### src/rtl/riscv_power_estimator.sv
// riscv_power_estimator: runtime activity-based energy estimator.
// Counts per-channel activity events over a programmable window. At each window
// end the counts are snapshotted and a sequential reducer computes
//   base * eff_win + sum_k(count[k] * weight[k])
// one channel per cycle, then publishes the saturated result and an
// over-budget flag for the power-management / DVFS logic.
// Optional feature macro: RISCV_PWR_EST_THROTTLE_EN (hysteretic throttle_o).
module riscv_power_estimator #(
  parameter int NUM_CH   = 8,
  parameter int CNT_W    = 16,
  parameter int WEIGHT_W = 8,
  parameter int WIN_W    = 16,
  parameter int BASE_W   = 16,
  parameter int ACC_W    = 48,
  localparam int IDX_W   = (NUM_CH > 1) ? $clog2(NUM_CH) : 1
) (
  input  logic                clk_i,
  input  logic                rst_i,
  input  logic                enable_i,
  input  logic [NUM_CH-1:0]   evt_i,
  input  logic [WIN_W-1:0]    window_len_i,
  input  logic [BASE_W-1:0]   base_i,
  input  logic [ACC_W-1:0]    budget_i,
  input  logic                cfg_we_i,
  input  logic [IDX_W-1:0]    cfg_idx_i,
  input  logic [WEIGHT_W-1:0] cfg_wdata_i,
  output logic [ACC_W-1:0]    result_o,
  output logic                result_valid_o,
  output logic                over_budget_o,
  output logic                busy_o,
  output logic                throttle_o
);

  localparam int MIN_WIN = NUM_CH + 2;
  localparam int PROD_W  = CNT_W + WEIGHT_W;
  localparam int BP_W    = BASE_W + WIN_W;

  localparam logic [0:0] W_IDLE = 1'b0;
  localparam logic [0:0] W_ACC  = 1'b1;

  localparam logic [1:0] R_IDLE = 2'd0;
  localparam logic [1:0] R_MAC  = 2'd1;
  localparam logic [1:0] R_PUB  = 2'd2;

  // Unsigned add that clamps at all-ones instead of wrapping.
  function automatic logic [ACC_W-1:0] sat_add(input logic [ACC_W-1:0] a,
                                               input logic [ACC_W-1:0] b);
    logic [ACC_W:0] s;
    s = {1'b0, a} + {1'b0, b};
    return s[ACC_W] ? {ACC_W{1'b1}} : s[ACC_W-1:0];
  endfunction

  // Event counter increment that sticks at its maximum value.
  function automatic logic [CNT_W-1:0] sat_inc(input logic [CNT_W-1:0] c,
                                               input logic             e);
    return (e && (c != {CNT_W{1'b1}})) ? c + 1'b1 : c;
  endfunction

  logic [0:0]          r_wstate;
  logic [WIN_W-1:0]    r_wcnt;
  logic [WIN_W-1:0]    r_effwin;
  logic [BASE_W-1:0]   r_base;
  logic [CNT_W-1:0]    r_cnt    [NUM_CH];
  logic [CNT_W-1:0]    r_shadow [NUM_CH];
  logic [WEIGHT_W-1:0] r_weight [NUM_CH];

  logic [1:0]          r_rstate;
  logic [IDX_W-1:0]    r_k;
  logic [ACC_W-1:0]    r_acc;
  logic [ACC_W-1:0]    r_result;
  logic                r_valid;
  logic                r_over;

  logic [WIN_W-1:0]    w_win_len_eff;
  logic                w_start;
  logic                w_last_k;
  logic [PROD_W-1:0]   w_prod;
  logic [BP_W-1:0]     w_base_prod;
  logic [ACC_W-1:0]    w_acc_mac;

  // Short windows are stretched so the reducer always drains before the next snapshot.
  assign w_win_len_eff = (window_len_i < WIN_W'(MIN_WIN)) ? WIN_W'(MIN_WIN) : window_len_i;
  assign w_start       = (r_wstate == W_ACC) && enable_i && (r_wcnt == r_effwin - 1'b1);
  assign w_last_k      = (r_k == IDX_W'(NUM_CH - 1));
  assign w_prod        = PROD_W'(r_shadow[r_k]) * PROD_W'(r_weight[r_k]);
  assign w_base_prod   = BP_W'(r_base) * BP_W'(r_effwin);
  assign w_acc_mac     = sat_add(r_acc, ACC_W'(w_prod));

  // Window sequencer: count events per channel and snapshot them at window end.
  always_ff @(posedge clk_i) begin
    if (rst_i) begin
      r_wstate <= W_IDLE;
      r_wcnt   <= '0;
      r_effwin <= '0;
      r_base   <= '0;
      for (int k = 0; k < NUM_CH; k++) begin
        r_cnt[k]    <= '0;
        r_shadow[k] <= '0;
      end
    end else begin
      case (r_wstate)
        W_IDLE: begin
          if (enable_i) begin
            r_wstate <= W_ACC;
            r_wcnt   <= '0;
            r_effwin <= w_win_len_eff;
            r_base   <= base_i;
          end
        end
        W_ACC: begin
          if (!enable_i) begin
            // Partial window is dropped without publishing.
            r_wstate <= W_IDLE;
            r_wcnt   <= '0;
            for (int k = 0; k < NUM_CH; k++) r_cnt[k] <= '0;
          end else if (w_start) begin
            // Last cycle's events are folded into the snapshot; next window starts now.
            for (int k = 0; k < NUM_CH; k++) begin
              r_shadow[k] <= sat_inc(r_cnt[k], evt_i[k]);
              r_cnt[k]    <= '0;
            end
            r_wcnt   <= '0;
            r_effwin <= w_win_len_eff;
            r_base   <= base_i;
          end else begin
            for (int k = 0; k < NUM_CH; k++) r_cnt[k] <= sat_inc(r_cnt[k], evt_i[k]);
            r_wcnt <= r_wcnt + 1'b1;
          end
        end
        default: r_wstate <= W_IDLE;
      endcase
    end
  end

  // Reducer: seed with base cost, MAC one channel per cycle, then publish.
  always_ff @(posedge clk_i) begin
    if (rst_i) begin
      r_rstate <= R_IDLE;
      r_k      <= '0;
      r_acc    <= '0;
      r_result <= '0;
      r_valid  <= 1'b0;
      r_over   <= 1'b0;
    end else begin
      r_valid <= 1'b0;
      case (r_rstate)
        R_IDLE: begin
          if (w_start) begin
            // Uses the base/length latched for the window that is just ending.
            r_acc    <= ACC_W'(w_base_prod);
            r_k      <= '0;
            r_rstate <= R_MAC;
          end
        end
        R_MAC: begin
          r_acc <= w_acc_mac;
          if (w_last_k) begin
            r_result <= w_acc_mac;
            r_valid  <= 1'b1;
            r_over   <= (w_acc_mac > budget_i);
            r_rstate <= R_PUB;
          end else begin
            r_k <= r_k + 1'b1;
          end
        end
        R_PUB:   r_rstate <= R_IDLE;
        default: r_rstate <= R_IDLE;
      endcase
    end
  end

  // Weight table; out-of-range indices are ignored, MAC sees the pre-write value.
  always_ff @(posedge clk_i) begin
    if (rst_i) begin
      for (int k = 0; k < NUM_CH; k++) r_weight[k] <= '0;
    end else if (cfg_we_i && ({1'b0, cfg_idx_i} < (IDX_W + 1)'(NUM_CH))) begin
      r_weight[cfg_idx_i] <= cfg_wdata_i;
    end
  end

`ifdef RISCV_PWR_EST_THROTTLE_EN
  logic r_throttle;

  // Throttle request with a 12.5% hysteresis band below the budget.
  always_ff @(posedge clk_i) begin
    if (rst_i) begin
      r_throttle <= 1'b0;
    end else if ((r_rstate == R_MAC) && w_last_k) begin
      if (w_acc_mac > budget_i) begin
        r_throttle <= 1'b1;
      end else if (w_acc_mac < (budget_i - (budget_i >> 3))) begin
        r_throttle <= 1'b0;
      end
    end
  end

  assign throttle_o = r_throttle;
`else
  assign throttle_o = 1'b0;
`endif

  assign result_o       = r_result;
  assign result_valid_o = r_valid;
  assign over_budget_o  = r_over;
  assign busy_o         = (r_rstate != R_IDLE);

endmodule

### config.mk
export PLATFORM = sky130hd
export DESIGN_NAME = riscv_power_estimator
export DESIGN_NICKNAME = d
export VERILOG_FILES = /design/src/rtl/riscv_power_estimator.sv
export SDC_FILE = /design/constraint.sdc
export NUM_CORES = 2
export LEC_CHECK = 0
export CAP_MARGIN = 40
export CORE_MARGIN = 5
export CORE_UTILIZATION = 57
export DETAILED_ROUTE_END_ITERATION = 16
export GPL_TIMING_DRIVEN = 0
export PLACE_DENSITY = 0.91
export SLEW_MARGIN = 0
export SYNTH_ARGS = -nofsm -noshare
export SYNTH_HDL_FRONTEND = slang
export SYNTH_SLANG_ARGS = --single-unit
export TNS_END_PERCENT = 1
### constraint.sdc
create_clock -name clk_i -period 9.5 [get_ports clk_i]
set_clock_uncertainty 0.05 [all_clocks]
set_input_delay 1.425 -clock clk_i [delete_from_list [all_inputs] [get_ports clk_i]]
set_output_delay 1.425 -clock clk_i [all_outputs]
set_load 0.005 [all_outputs]
### After elaboration in Yosys (flattened, before gate mapping)

Memories as Yosys holds them, arrays and structs flattened. A register that Yosys moved wholly into a read port is not among the register bits.
Cells that the tools add are included.

* register bits: 152
* RAM bits: 320
* input bits: 103
* output and inout port bits: 52
* logic and storage cells: 190
* memories: 3

* $add $sub $neg: 12
* multipliers: 2
* $lt $le $gt $ge: 2
* equal/unequal tests: 17
* muxes and demuxes: 90
* bitwise gates (word level): 34
* reduce and logical (&&, ||, !) cells: 20

Memory list
* r_cnt: depth 8, bits a word 16, read ports 8, clocked after memory_dff 0, write ports 8, RTL line 63 `logic [CNT_W-1:0] r_cnt [NUM_CH];`
* r_shadow: depth 8, bits a word 16, read ports 1, clocked after memory_dff 1, write ports 8, RTL line 64 `logic [CNT_W-1:0] r_shadow [NUM_CH];`
* r_weight: depth 8, bits a word 8, read ports 1, clocked after memory_dff 1, write ports 8, RTL line 65 `logic [WEIGHT_W-1:0] r_weight [NUM_CH];`

Operator list (count)
* 16-bit 2-to-1 mux: 50
* 16-bit by 1-bit adder with 16-bit output (second input constant): 9
* 16-bit inequality test (second input constant): 8
* 48-bit 2-to-1 mux: 2
* 16-bit one-hot mux with 2 select lines: 3
* 48-bit one-hot mux with 2 select lines: 1
* 48-bit by 24-bit adder with 49-bit output: 1
* 48-bit greater-than comparator: 1
* 16-bit by 16-bit multiplier with 32-bit output: 1
* 1-bit OR: 32
* 16-bit by 8-bit multiplier with 24-bit output: 1
* 1-bit 2-to-1 mux: 22
* 3-bit 2-to-1 mux: 7
* 16-bit equality test: 1
* 16-bit by 4-bit < comparator with 1-bit output (second input constant): 1
* 16-bit by 1-bit subtractor with 16-bit output (second input constant): 1
* 1-bit logical AND: 10
* 2-bit inequality test (second input constant): 5
* 8-bit 2-to-1 mux: 1
* 8-bit OR reduction: 1
* 3-bit one-hot mux with 2 select lines: 1
* 2-bit AND reduction: 3
* 3-bit AND reduction: 2
* 2-bit 2-to-1 mux: 2
* other kinds (9): 11

### Depth between registers and ports, before layout

* depth after elaboration: 10
* mapped depth: 34
* gate-level depth less buffers: 31

### Worst setup path after synthesis

No wires, ideal clock.

* kind: reg2reg
* start point: register (tool-made name)
* end point: register r_over (netlist: over_budget_o)
* arrival: 8.671 ns
* data required time: 9.311 ns
* path slack: 0.640 ns
* stages on the path, launching flop included: 31
* path through: dfxtp_1 -> buf_1 -> buf_1 -> mux4_2 -> mux2i_1 -> nor2_1 -> fa_1 -> fa_1 -> inv_1 -> fa_1 -> fa_1 -> inv_1 -> ha_1 -> and3_1 -> clkbuf_1 -> a221oi_1 -> o211ai_1 -> o31ai_1 -> a21oi_1 -> clkbuf_1 -> nand3_1 -> mux2_2 -> ha_1 -> nand4_1 -> nor4_1 -> nand3_1 -> or4_1 -> nor4_1 -> nand2_1 -> o21ai_0 -> a211oi_1

RTL lines
* to (signal assigned): RTL line 160 `r_over <= (w_acc_mac > budget_i);`
* to (decl): RTL line 72 `logic r_over;`

==> impl_metrics.yaml <==
clocking:
  cts_tree: "yes"
  worstSkewPairLatency_ns: 0.66
  h-tree-depth: 2
  clkSinkCount: 475
  cts_hold_buf: 0
  numCtsBuffers: 49
  cts-root-buf: "clkbuf_16"
  clk_path_buf_depth: 3
  path_clk_slew_ns: 0.06
detailed_routing:
  met1_length_um: 39400
  vias: 31973
  drt_iter0_drc: 4267
  dr_wl_met2_um: 52400
  wl_um: 118000
  wl_per_cell_um: 23.7
  wl_met3_um: 15700
  remaining_drc_errors: 0
  vias_per_cell: 6.42
  top_layer_used: "met5"
  dr.pass1.iters: 9
  ant_nets: 0
cells_and_area:
  layout_commonest_cell: "nor2_1"
  postLayoutCoreUtil_pct: 65.3
  nNetsFinal: 4696
  nFillCells: 4433
  drive_above_1_share_pct: 7.14
  multi_input_area_sq_um: 22300
  area_delta_synth_final_pct: 13.7
  layout_common_cells: "469 x nor2_1, 461 x inv_1, 413 x nand2_1"
  seq_area_sq_um: 12600
run_status:
  status: "finished, final reports clean"
timing:
  worstMarginPinSlew_ns: 1.07
  timing.final.ws_setup_ns: 0.0945
  finalMaxSlewViolations: 0
  period_share_pct: 99.0
  finalSetupViolations: 0
  fmax_ghz: 0.106
  setup_tns_ns: 0
  slew_headroom_pct: 28.7
  hold_violations: 0
  period_needed_ns: 9.41
placement:
  dp_hpwl_um: 83100
  routabilityCongestion: 0.975
  numPortBuffers: 152
  post-place-ws_ns: -1.65
grt:
  antenna_found_initial: 6
  grt_pass1_vias: 32263
  grt_pass1_wl_um: 179000
  grt.overflow.total: 0
  grt_usage_pct: 32.1
  grt_max_degree: 67
die:
  pin_count: 155
  core-area_sq_um: 64300
  die_y_um: 265
  fp.dieW_um: 265
  start_util_pct: 57.5
  rows: 93
  dieArea_sq_um: 70100
yosys:
  synth_flop_cell: "edfxtp_1"
  syn-num-nets: 4457
  synth_edf_count: 304
  yosys_warnings: 0
  netlist_area_sq_um: 37000
  synth_cell_types: 94
  synth.avg_cell_area_sq_um: 9.62
  async_flop_share_pct: 0
  synth.area.top_cells: "edfxtp_1 25%, fa_1 16%, dfxtp_1 9.3%, ha_1 7.2%, nor2_1 4.8%"
  netlist.area_leader.share_pct: 24.7
  post_synth_inst_count: 3841
  yosysSeqAreaShare_pct: 34.0
  ys_seq_elements: 475
  synth_top_cell_by_area: "edfxtp_1"
pwr:
  p_per_area_nw_per_um2: 142
  leakage_nw: 18.0
  ir_drop_uv: 148
setup_path:
  worst_ep_arrival_time_ns: 9.83
  startpoint_type: "register"
  cp-endpoint: "over_budget_o"
  regToRegEndpoint: "over_budget_o"
  required_ns: 9.93
  endpoint_kind: "register"
  crit_type: "reg2reg"
  cp_slowest_cell: "or4_1"
  path_max_fanout: 10
  critical-path-max-stage-delay_ns: 0.62
  ff2ff_setup_slack_ns: 0.09
  crit_top_cell: "fa_1"
  rr_worst_depth: 31
flow_run:
  cap_viol_max_count: 0
worst_hold_path:
  hold_path.class: "reg2reg"
  min_path_cells: 2
-- routing by layer --
metal,up-vias,global-route usage [%]
met1,15081,38.7
met2,2653,51.2
li1,13453,-
met3,782,9.17
met5,-,0
met4,4,20.3
-- cell usage after synthesis (5+ instances only) --
cell type,number
nor2_1,469
inv_1,461
nand2_1,415
edfxtp_1,304
fa_1,300
ha_1,213
dfxtp_1,171
and2_1,164
clkbuf_1,136
a21oi_1,102
xor2_1,98
xnor2_1,90
nand3_1,82
nor3_1,77
o21ai_0,77
nand4_1,50
a21o_1,49
mux4_2,48
and3_1,45
mux2i_1,34
a211oi_1,33
nor4_1,24
a31oi_1,23
o21a_1,21
or2_2,21
or3_1,20
buf_1,19
buf_2,19
nand2b_1,19
nor2b_1,19
o211ai_1,16
and4_1,15
o31ai_1,15
a22o_1,13
o221ai_1,13
a311oi_1,12
nor3b_1,12
a2111oi_0,8
mux2_2,8
o21bai_1,8
or4_1,8
a22oi_1,7
o211a_1,7
o31a_1,6
o22ai_1,5
-- metrics by stage --
stage	std cells	power, mW	cell area, sq um	hold WS [ns]
2_1_floorplan	3841	3.30	37000	0.388
3_3_place_gp	4848	3.71	39600	0.396
3_5_place_dp	4871	3.77	39800	0.406
4_1_cts	4963	5.82	41800	0.415
5_1_grt	4974	6.15	42000	0.445
6_report	4978	5.95	42000	0.416
-- flip-flops by register name (all words and copies together) (netlist names), 2 cells and up, named ones only --
name,count
r_acc,48
r_base,16
r_cnt,128
r_effwin,16
r_k,3
r_rstate,2
r_shadow,128
r_wcnt,16
r_weight,64
result_o,48
-- worst min-delay path by stage --
stage          slack (ns)          from            to
4_1_cts              0.41  result_o[28]  result_o[28]
2_1_floorplan        0.39     r_acc[21]     r_acc[21]
3_3_place_gp         0.40  result_o[28]  result_o[28]
3_5_place_dp         0.41  result_o[28]  result_o[28]
5_1_grt              0.45  result_o[43]  result_o[43]
6_report             0.42  result_o[28]  result_o[28]
-- timing repair --
item,4_1_cts,5_1_grt
setup endpoints to repair,1,1
endpoints found under the hold margin,0,0
pin swaps,1,5
setup buffers,3,14
cloned,0,0
gates resized for setup,67,38
-- report_power, final --
group	total, mW	internal, mW	leakage, nW	switching, mW
clock network	2.10	1.16	0.822	0.938
logic	1.50	0.530	12.7	0.965
registers	2.35	2.28	4.52	0.0736
total	5.95	3.97	18.0	1.98
-- final cells by class --
| class | count | share of cell area [%] |
|---|---|---|
| tap | 855 | 2.55 |
| sequential | 475 | 29.9 |
| buffer | 172 | 1.74 |
| clock buffer | 56 | 3.00 |
| multi-input combinational | 2727 | 53.1 |
| inverter | 463 | 4.14 |
| timing repair buffer | 192 | 4.54 |
| clock inverter | 34 | 1.04 |
| antenna | 4 | 0.0238 |
-- kinds of logic (layout without fill, tap and decap cells) --
| group | Yosys count | count (layout) | synth area share, % |
|---|---|---|---|
| other | 1 | 5 | 0.0101 |
| AO/OA/AOI/OAI | 476 | 476 | 8.93 |
| multiplexers | 91 | 91 | 4.12 |
| flip-flops | 475 | 475 | 34.0 |
| AND/OR/NAND/NOR | 1458 | 1458 | 18.5 |
| adder cells (fa/ha/maj) | 513 | 513 | 23.5 |
| XOR/XNOR | 188 | 188 | 4.45 |
| buffers and inverters | 639 | 917 | 6.58 |
-- critical path, delay by kind of cell, from the launching register on --
| family | cells | cell delay, ns |
|---|---|---|
| compound gates | 6 | 1.15 |
| fa+ha+maj | 6 | 2.77 |
| buf+inv | 7 | 1.44 |
| flops | 1 | 0.44 |
| mux | 3 | 1.20 |
| simple gates | 9 | 2.19 |
(Power assumes the default switching activity.)
